[src/rtl/pack_32to128.sv]
// Packs a stream of 32-bit words into 128-bit lines.
// A flush emits a zero-padded partial line whose lane mask is in arrival order.
module pack_32to128 #(
    parameter bit          LSB_FIRST = 1'b1,
    parameter int unsigned CNT_W     = 16
) (
    input  logic             clock,
    input  logic             reset_n,
    input  logic [31:0]      in_data,
    input  logic             in_valid,
    output logic             in_ready,
    input  logic             flush,
    output logic [127:0]     out_data,
    output logic [3:0]       out_mask,
    output logic             out_valid,
    input  logic             out_ready,
    output logic             busy,
    output logic [CNT_W-1:0] lines_out
);

    logic [2:0][31:0] asm_q;
    logic [2:0]       cnt_q;
    logic             flush_pend_q;

    logic             slot_free;
    logic             accept;
    logic             consume;
    logic             load_full;
    logic             load_flush;
    logic [3:0][31:0] line_w;
    logic [3:0]       line_mask;
    logic [127:0]     line_data;

    assign slot_free  = !out_valid || out_ready;
    assign in_ready   = !flush_pend_q && ((cnt_q < 3'd3) || slot_free);
    assign accept     = in_valid && in_ready;
    assign consume    = out_valid && out_ready;
    assign load_full  = accept && (cnt_q == 3'd3);
    assign load_flush = flush_pend_q && (cnt_q != '0) && slot_free;
    assign busy       = (cnt_q != '0) || flush_pend_q;

    // asm_q lanes above cnt_q are always zero, so a flush line needs no masking.
    always_comb begin
        line_w    = {32'h0, asm_q};
        line_mask = (4'd1 << cnt_q) - 4'd1;
        if (load_full) begin
            line_w[3] = in_data;
            line_mask = 4'hF;
        end
        line_data = '0;
        for (int unsigned i = 0; i < 4; i++) begin
            if (LSB_FIRST)
                line_data[32*i +: 32] = line_w[i];
            else
                line_data[96-32*i +: 32] = line_w[i];
        end
    end

    always_ff @(posedge clock or negedge reset_n) begin
        if (!reset_n) begin
            asm_q        <= '0;
            cnt_q        <= '0;
            flush_pend_q <= 1'b0;
            out_data     <= '0;
            out_mask     <= '0;
            out_valid    <= 1'b0;
            lines_out    <= '0;
        end else begin
            if (load_full || load_flush) begin
                asm_q <= '0;
                cnt_q <= '0;
            end else if (accept) begin
                for (int unsigned i = 0; i < 3; i++) begin
                    if (cnt_q == 3'(i))
                        asm_q[i] <= in_data;
                end
                cnt_q <= cnt_q + 3'd1;
            end

            // A flush arriving while one is pending is ignored.
            if (flush_pend_q) begin
                if ((cnt_q == '0) || load_flush)
                    flush_pend_q <= 1'b0;
            end else if (flush) begin
                flush_pend_q <= 1'b1;
            end

            if (load_full || load_flush) begin
                out_data  <= line_data;
                out_mask  <= line_mask;
                out_valid <= 1'b1;
            end else if (consume) begin
                out_valid <= 1'b0;
            end

            if (consume)
                lines_out <= lines_out + CNT_W'(1);
        end
    end

endmodule

[config.mk]
export PLATFORM = sky130hd
export DESIGN_NAME = pack_32to128
export DESIGN_NICKNAME = d
export VERILOG_FILES = /design/src/rtl/pack_32to128.sv
export SDC_FILE = /design/constraint.sdc
export NUM_CORES = 1
export LEC_CHECK = 0
export BUFFER_PORTS_ARGS = -buffer_cell sky130_fd_sc_hd__buf_2
export CAP_MARGIN = 20
export CORE_MARGIN = 1.5
export CORE_UTILIZATION = 50
export DETAILED_ROUTE_END_ITERATION = 10
export PLACE_DENSITY = 0.75
export SLEW_MARGIN = 40
export SYNTH_ARGS = -nofsm -noshare
export SYNTH_HDL_FRONTEND = slang
export SYNTH_SLANG_ARGS = --single-unit
[constraint.sdc]
create_clock -name clock -period 2.06 [get_ports clock]
set_input_delay 0.206 -clock clock [delete_from_list [all_inputs] [get_ports clock]]
set_output_delay 0.206 -clock clock [all_outputs]
set_load 0.01 [all_outputs]
==> metrics.cfg, run 1 <==
[synth]
syn_inst = 689
syn_area_sq_um = 9649
yosys-top-cells-area = dfrtp_1, a32o_1, mux2_2, mux2_1, nand2_1
yosysTopAreaCellShare = 0.6457
synth_top_area_cell = dfrtp_1
ys_warn_count = 0
synth.avg_cell_area_sq_um = 14.00
syn-num-nets = 733
ys_seq_area_frac = 0.6457
ys_types = 36
yosys_register_bits = 249

[routing]
drt-initial-drc-count = 395
first_pass_iters = 6
wire_per_inst_microns = 20.51
route.vias.total = 6839
vias_per_cell = 5.624
ant_nets = 0
drt-total-wl_mm = 24.94
drc_errors = 0

[grt]
grt_pass1_vias = 7032
track_usage = 0.2439
grt_max_degree = 81
grt_pass1_wl_mm = 38.41
overflow = 0
antenna_found_initial = 1

[cts]
cts_tree = yes
clk_pin_slew_ns = 0.06
h-tree-depth = 1
cts_max_path_buffers = 3
root_buffer = clkbuf_16
cts_buffers = 26
clk_latency_ns = 0.52
cts_sinks = 249

[sta]
slew-limit-headroom = 0.5562
tightest_slew_ns = 0.6657
final-hold-violation-count = 0
finClkSkew_ns = 0.01315
min_period_ns = 2.026
slew_violations = 0
tns_ns = 0
max_freq_mhz = 493.7
min_period_over_period = 0.9833
setup-violations-final = 0
worst_slack_ns = 0.03432

[final_layout]
final_util = 0.6724
fillCellCount = 1324
antenna_cells = 0
final_area_sq_um = 12660
final_nets = 982
most-common-layout-cells = dfrtp_1, buf_2, a32o_1, nand2_1, mux2_2
layout_commonest_cell = dfrtp_1
drive_above_1_share = 0.3797
syn_to_final_growth_pct = 31.21

[setup_path]
startpoint_type = flip-flop
r2r_end = out_data[80]
path_class = flip-flop to flip-flop
endpoint_kind = flip-flop
worstRegToRegCells = 8
path_max_fanout = 6
worstPathArrival_ns = 2.43
rrSetupSlack_ns = 0.03
required_ns = 2.46
r2r-start = cnt_q[1]

[hold_path]
min_to = lines_out[0]
hold_start = out_ready
hold_class = input port to flip-flop
hold_depth = 3

[power_and_ir_drop]
p_sw_uw = 6679
power_leakage_uw = 0.006538
seqPwrFrac = 0.395
intPower_uw = 13170
max-vdd-ir-drop_v = 0.0009354
p_sw_frac = 0.3364
clockPowerShare = 0.233
powerDensity_nw_per_um2 = 1568
power_uw = 19850
combPwrFrac = 0.373

[die]
rows = 50
coreArea_sq_um = 18830
fp.dieH_microns = 141.9
initial_core_util = 0.5124
die-area_sq_um = 20140
die_x_microns = 141.9
pin_count = 188

[run_status]
outcome = finished clean

[placed_design]
dp_hpwl_mm = 15.32
gp_congestion = 0.8123
portBuffers = 187
placed_area_sq_um = 11140
pre_cts_ws_ns = -0.05250

[flow_run]
maxCapViolations = 0

power groups by stage:
stage	registers (uW)	clock network [uW]	logic, uW
floorplan	8140	0	3590
CTS	7810	4700	6950
finish	7840	4620	7400
global route	8060	4890	7920
global placement	7810	0	6400
detailed placement	7870	0	6710
critical path: stages (launching register included):
cell	delay [ns]
dfrtp_1	0.42
inv_2	0.10
ha_4	0.13
or2b_4	0.29
and3_4	0.19
nor2_4	0.16
buf_6	0.15
clkbuf_16	0.15
mux2_2	0.33
registers in the layout (all words and copies together), names as in the netlist:
register,count
lines_out,16
asm_q,96
out_data,128
cnt_q,3
out_valid,1
out_mask,4
flush_pend_q,1
metrics by stage:
step	hold WS, ns	cells
5_1_grt	0.04301	1216
3_3_place_gp	0.2561	1120
4_1_cts	0.006622	1206
3_5_place_dp	0.2670	1122
2_1_floorplan	-0.08959	689
6_report	0.02111	1216
cell usage after synthesis (all sizes together):
cell type,number
nor2,10
ha,7
nand2,76
inv,8
and2,1
nand2b,1
or2b,1
dfrtp,249
o211ai,4
xor2,4
nand4,3
or3,1
a21oi,4
o21a,3
nor2b,2
o211a,1
and3,4
buf,32
nand3,44
o21ai,4
mux2,97
clkbuf,19
xnor2,13
nor3,3
o31ai,2
a32o,96
layout make-up:
type	instances	area (sq um)	area share
multi-input cells	381	3251	0.2567
well taps	260	325.3	0.02569
inverters	8	30.03	0.002372
clock inverters	4	48.80	0.003854
flip-flops and latches	249	6231	0.4921
repair buffers	272	1973	0.1558
clock buffers	42	802.0	0.06335
repair_timing:
item,CTS,global route
setup endpoints to repair,24,100
pin swaps,2,3
setup buffers,3,6
gates cloned,1,3
gates resized for setup,4,31
hold buffers,34,0
endpoints found under the hold margin,140,0
cell families after synthesis:
group	Yosys count	share of synthesized area
buffers and inverters	59	0.03423
AOI/OAI and AO/OA	114	0.1141
adders and majority gates	7	0.009076
DFF	249	0.6457
and+or+nand+nor	146	0.06821
xor gates and xnor gates	17	0.01543
muxes	97	0.1132
layer usage:
| layer | vias to the layer above | wire, microns | track usage |
|---|---|---|---|
| met5 | - | 13 | 0.01003 |
| li1 | 3038 | - | - |
| met4 | 2 | 470 | 0.06511 |
| met3 | 32 | 1454 | 0.04961 |
| met2 | 213 | 12410 | 0.4067 |
| met1 | 3554 | 10590 | 0.3273 |
worst max-delay path by stage:
stage,from,to,slack [ns],cells past startpoint
6_report,cnt_q[1],out_data[80],0.03,8
5_1_grt,cnt_q[1],out_data[80],-0.01,8
4_1_cts,cnt_q[0],asm_q[64],0.002,6
3_5_place_dp,cnt_q[0],out_data[72],-0.05,7
3_3_place_gp,cnt_q[0],out_data[74],0.01,7
2_1_floorplan,cnt_q[0],out_data[56],0.04,8
No activity file was read; power rests on OpenSTA's default activity.
==> run 2: changes to the inputs <==
Settings changed: CELL_PAD_IN_SITES_DETAIL_PLACEMENT set to 0, CELL_PAD_IN_SITES_GLOBAL_PLACEMENT set to 1, CORE_UTILIZATION 50 to 40, PLACE_DENSITY 0.75 to 0.74.
==> metrics.cfg, run 2 (synthesized netlist as in run 1, its figures left out) <==
[sta]
slew_violations = 0  ; unchanged
setup-violations-final = 0  ; unchanged
slew-limit-headroom = 0.6311  ; +0.07489
worst_slack_ns = 0.02746  ; -0.006859 ns
final-hold-violation-count = 0  ; unchanged
min_period_over_period = 0.9867  ; +0.003329
rsz0062_at_grt = yes
tns_ns = 0  ; unchanged
tightest_slew_ns = 0.5520  ; -0.1136 ns
min_period_ns = 2.033  ; +0.006859 ns
max_freq_mhz = 492.0  ; -0.34%
finClkSkew_ns = 0.009806  ; -0.003344 ns

[die]
initial_core_util = 0.4099  ; -0.1026
rows = 56  ; +12%
fp.dieH_microns = 158.3  ; +12%
die_x_microns = 158.3  ; +12%
coreArea_sq_um = 23540  ; +25%
pin_count = 188  ; unchanged
die-area_sq_um = 25060  ; +24%

[setup_path]
startpoint_type = flip-flop
crit_start = cnt_q[0]
path_max_fanout = 8  ; +2
path_class = flip-flop to flip-flop
endpoint_kind = flip-flop
r2r-start = cnt_q[0]
worstPathArrival_ns = 2.44  ; about the same
required_ns = 2.47  ; about the same

[cts]
cts_buffers = 27  ; +3.8%
cts_max_path_buffers = 3  ; unchanged
cts_sinks = 249  ; unchanged
root_buffer = clkbuf_16
cts_tree = yes
clk_latency_ns = 0.53  ; about the same
clk_pin_slew_ns = 0.06  ; about the same
h-tree-depth = 1  ; unchanged

[run_status]
outcome = finished clean

[grt]
grt_max_degree = 67  ; -17%
overflow = 0  ; unchanged
track_usage = 0.1946  ; -0.04936
grt_pass1_vias = 6751  ; -4.0%
grt_pass1_wl_mm = 37.75  ; -1.7%
antenna_found_initial = 0  ; -1

[final_layout]
largest_reg_flops = 128  ; unchanged
drive_above_1_share = 0.3837  ; +0.004026
antenna_cells = 0  ; unchanged
largest-register = out_data
fillCellCount = 2032  ; +53%
seqCellArea_sq_um = 6231  ; unchanged
final_area_sq_um = 12700  ; +0.34%
layout_commonest_cell = dfrtp_1
syn_to_final_growth_pct = 31.65
top_regs = out_data x128, asm_q x96, lines_out x16
multiInputGateArea_sq_um = 3211  ; -1.2%
final_nets = 983  ; +0.10%
most-common-layout-cells = dfrtp_1, buf_2, a32o_1, nand2_1, mux2_2

[routing]
route.vias.total = 6745  ; -1.4%
drt-initial-drc-count = 340  ; -14%
first_pass_iters = 5  ; -1
vias_per_cell = 5.278  ; -6.2%
ant_nets = 0  ; unchanged
drc_errors = 0  ; unchanged
drt-total-wl_mm = 24.86  ; -0.33%
wire_per_inst_microns = 19.45  ; -5.2%

[placed_design]
gp_congestion = 0.7646  ; -5.9%
portBuffers = 187  ; unchanged
placed_area_sq_um = 11230  ; +0.80%
pre_cts_ws_ns = -0.05971  ; -0.007214 ns
dp_hpwl_mm = 16.08  ; +4.9%

[hold_path]
hold_start = out_ready
hold_class = input port to flip-flop

[power_and_ir_drop]
powerDensity_nw_per_um2 = 1557  ; -0.71%
power_leakage_uw = 0.006542  ; about the same
max-vdd-ir-drop_v = 0.0007328  ; -22%
power_uw = 19780  ; -0.38%

[flow_run]
maxCapViolations = 0  ; unchanged

==> run 2: worst max-delay path, cell delays in order, from the launching register on <==
cell       delay (ns)
dfrtp_1          0.42
inv_2            0.10
ha_4             0.12
or2b_4           0.29
and3_4           0.19
nor2_4           0.14
buf_12           0.15
clkbuf_16        0.16
mux2_2           0.33
==> run 2: layer usage <==
layer,vias up,wire length (microns),global-route usage
met5,-,0,0
met4,0,502,0.04806
met3,36,1496,0.04273
met2,191,11690,0.3111
met1,3476,11170,0.2701
li1,3042,-,-
==> run 2: path summary, 6_finish.rpt <==
kind | endpoint | slack, ns | cells after the start
max | out_data[59] | 0.03 | 8
min in group asynchronous | asm_q[55] | 0.20 | 2
max in group asynchronous | out_data[45] | 1.16 | 3
max reg2reg | out_data[59] | 0.03 | 8
min reg2reg | lines_out[15] | 0.47 | 1
min | lines_out[0] | 0.02 | 3
==> run 2: where the power goes <==
part	internal [uW]	leakage (uW)	total [uW]	switching, uW
clock network	2780	0.000439	4690	1910
logic	3570	0.00277	7250	3680
registers	6780	0.00334	7840	1060
total	13100	0.00654	19800	6640
==> run 2: final cells by class <==
class,count,area share
sequential,249,0.4905
inverter,8,0.002364
timing repair buffer,272,0.1542
clock buffer,39,0.06225
clock inverter,10,0.006501
tap,319,0.03142
multi-input combinational,381,0.2527
==> run 2: timing repair <==
action                     in CTS  in global routing
pin swaps                       1                  3
hold buffers                   34                  0
gates cloned                    1                  3
hold endpoints to repair      156                  0
setup buffers                   2                  4
gates resized for setup         3                 22
setup endpoints to repair      84                141
==> run 2: per-stage QoR <==
stage	utilization	hold slack, ns	std cells
after global routing	0.5396	0.03305	1278
final	0.5396	0.02492	1278
after CTS	0.5317	0.008380	1271
after floorplan	-	-0.08959	689
after detailed placement	0.4770	0.1512	1185
after global placement	0.4735	0.1503	1182
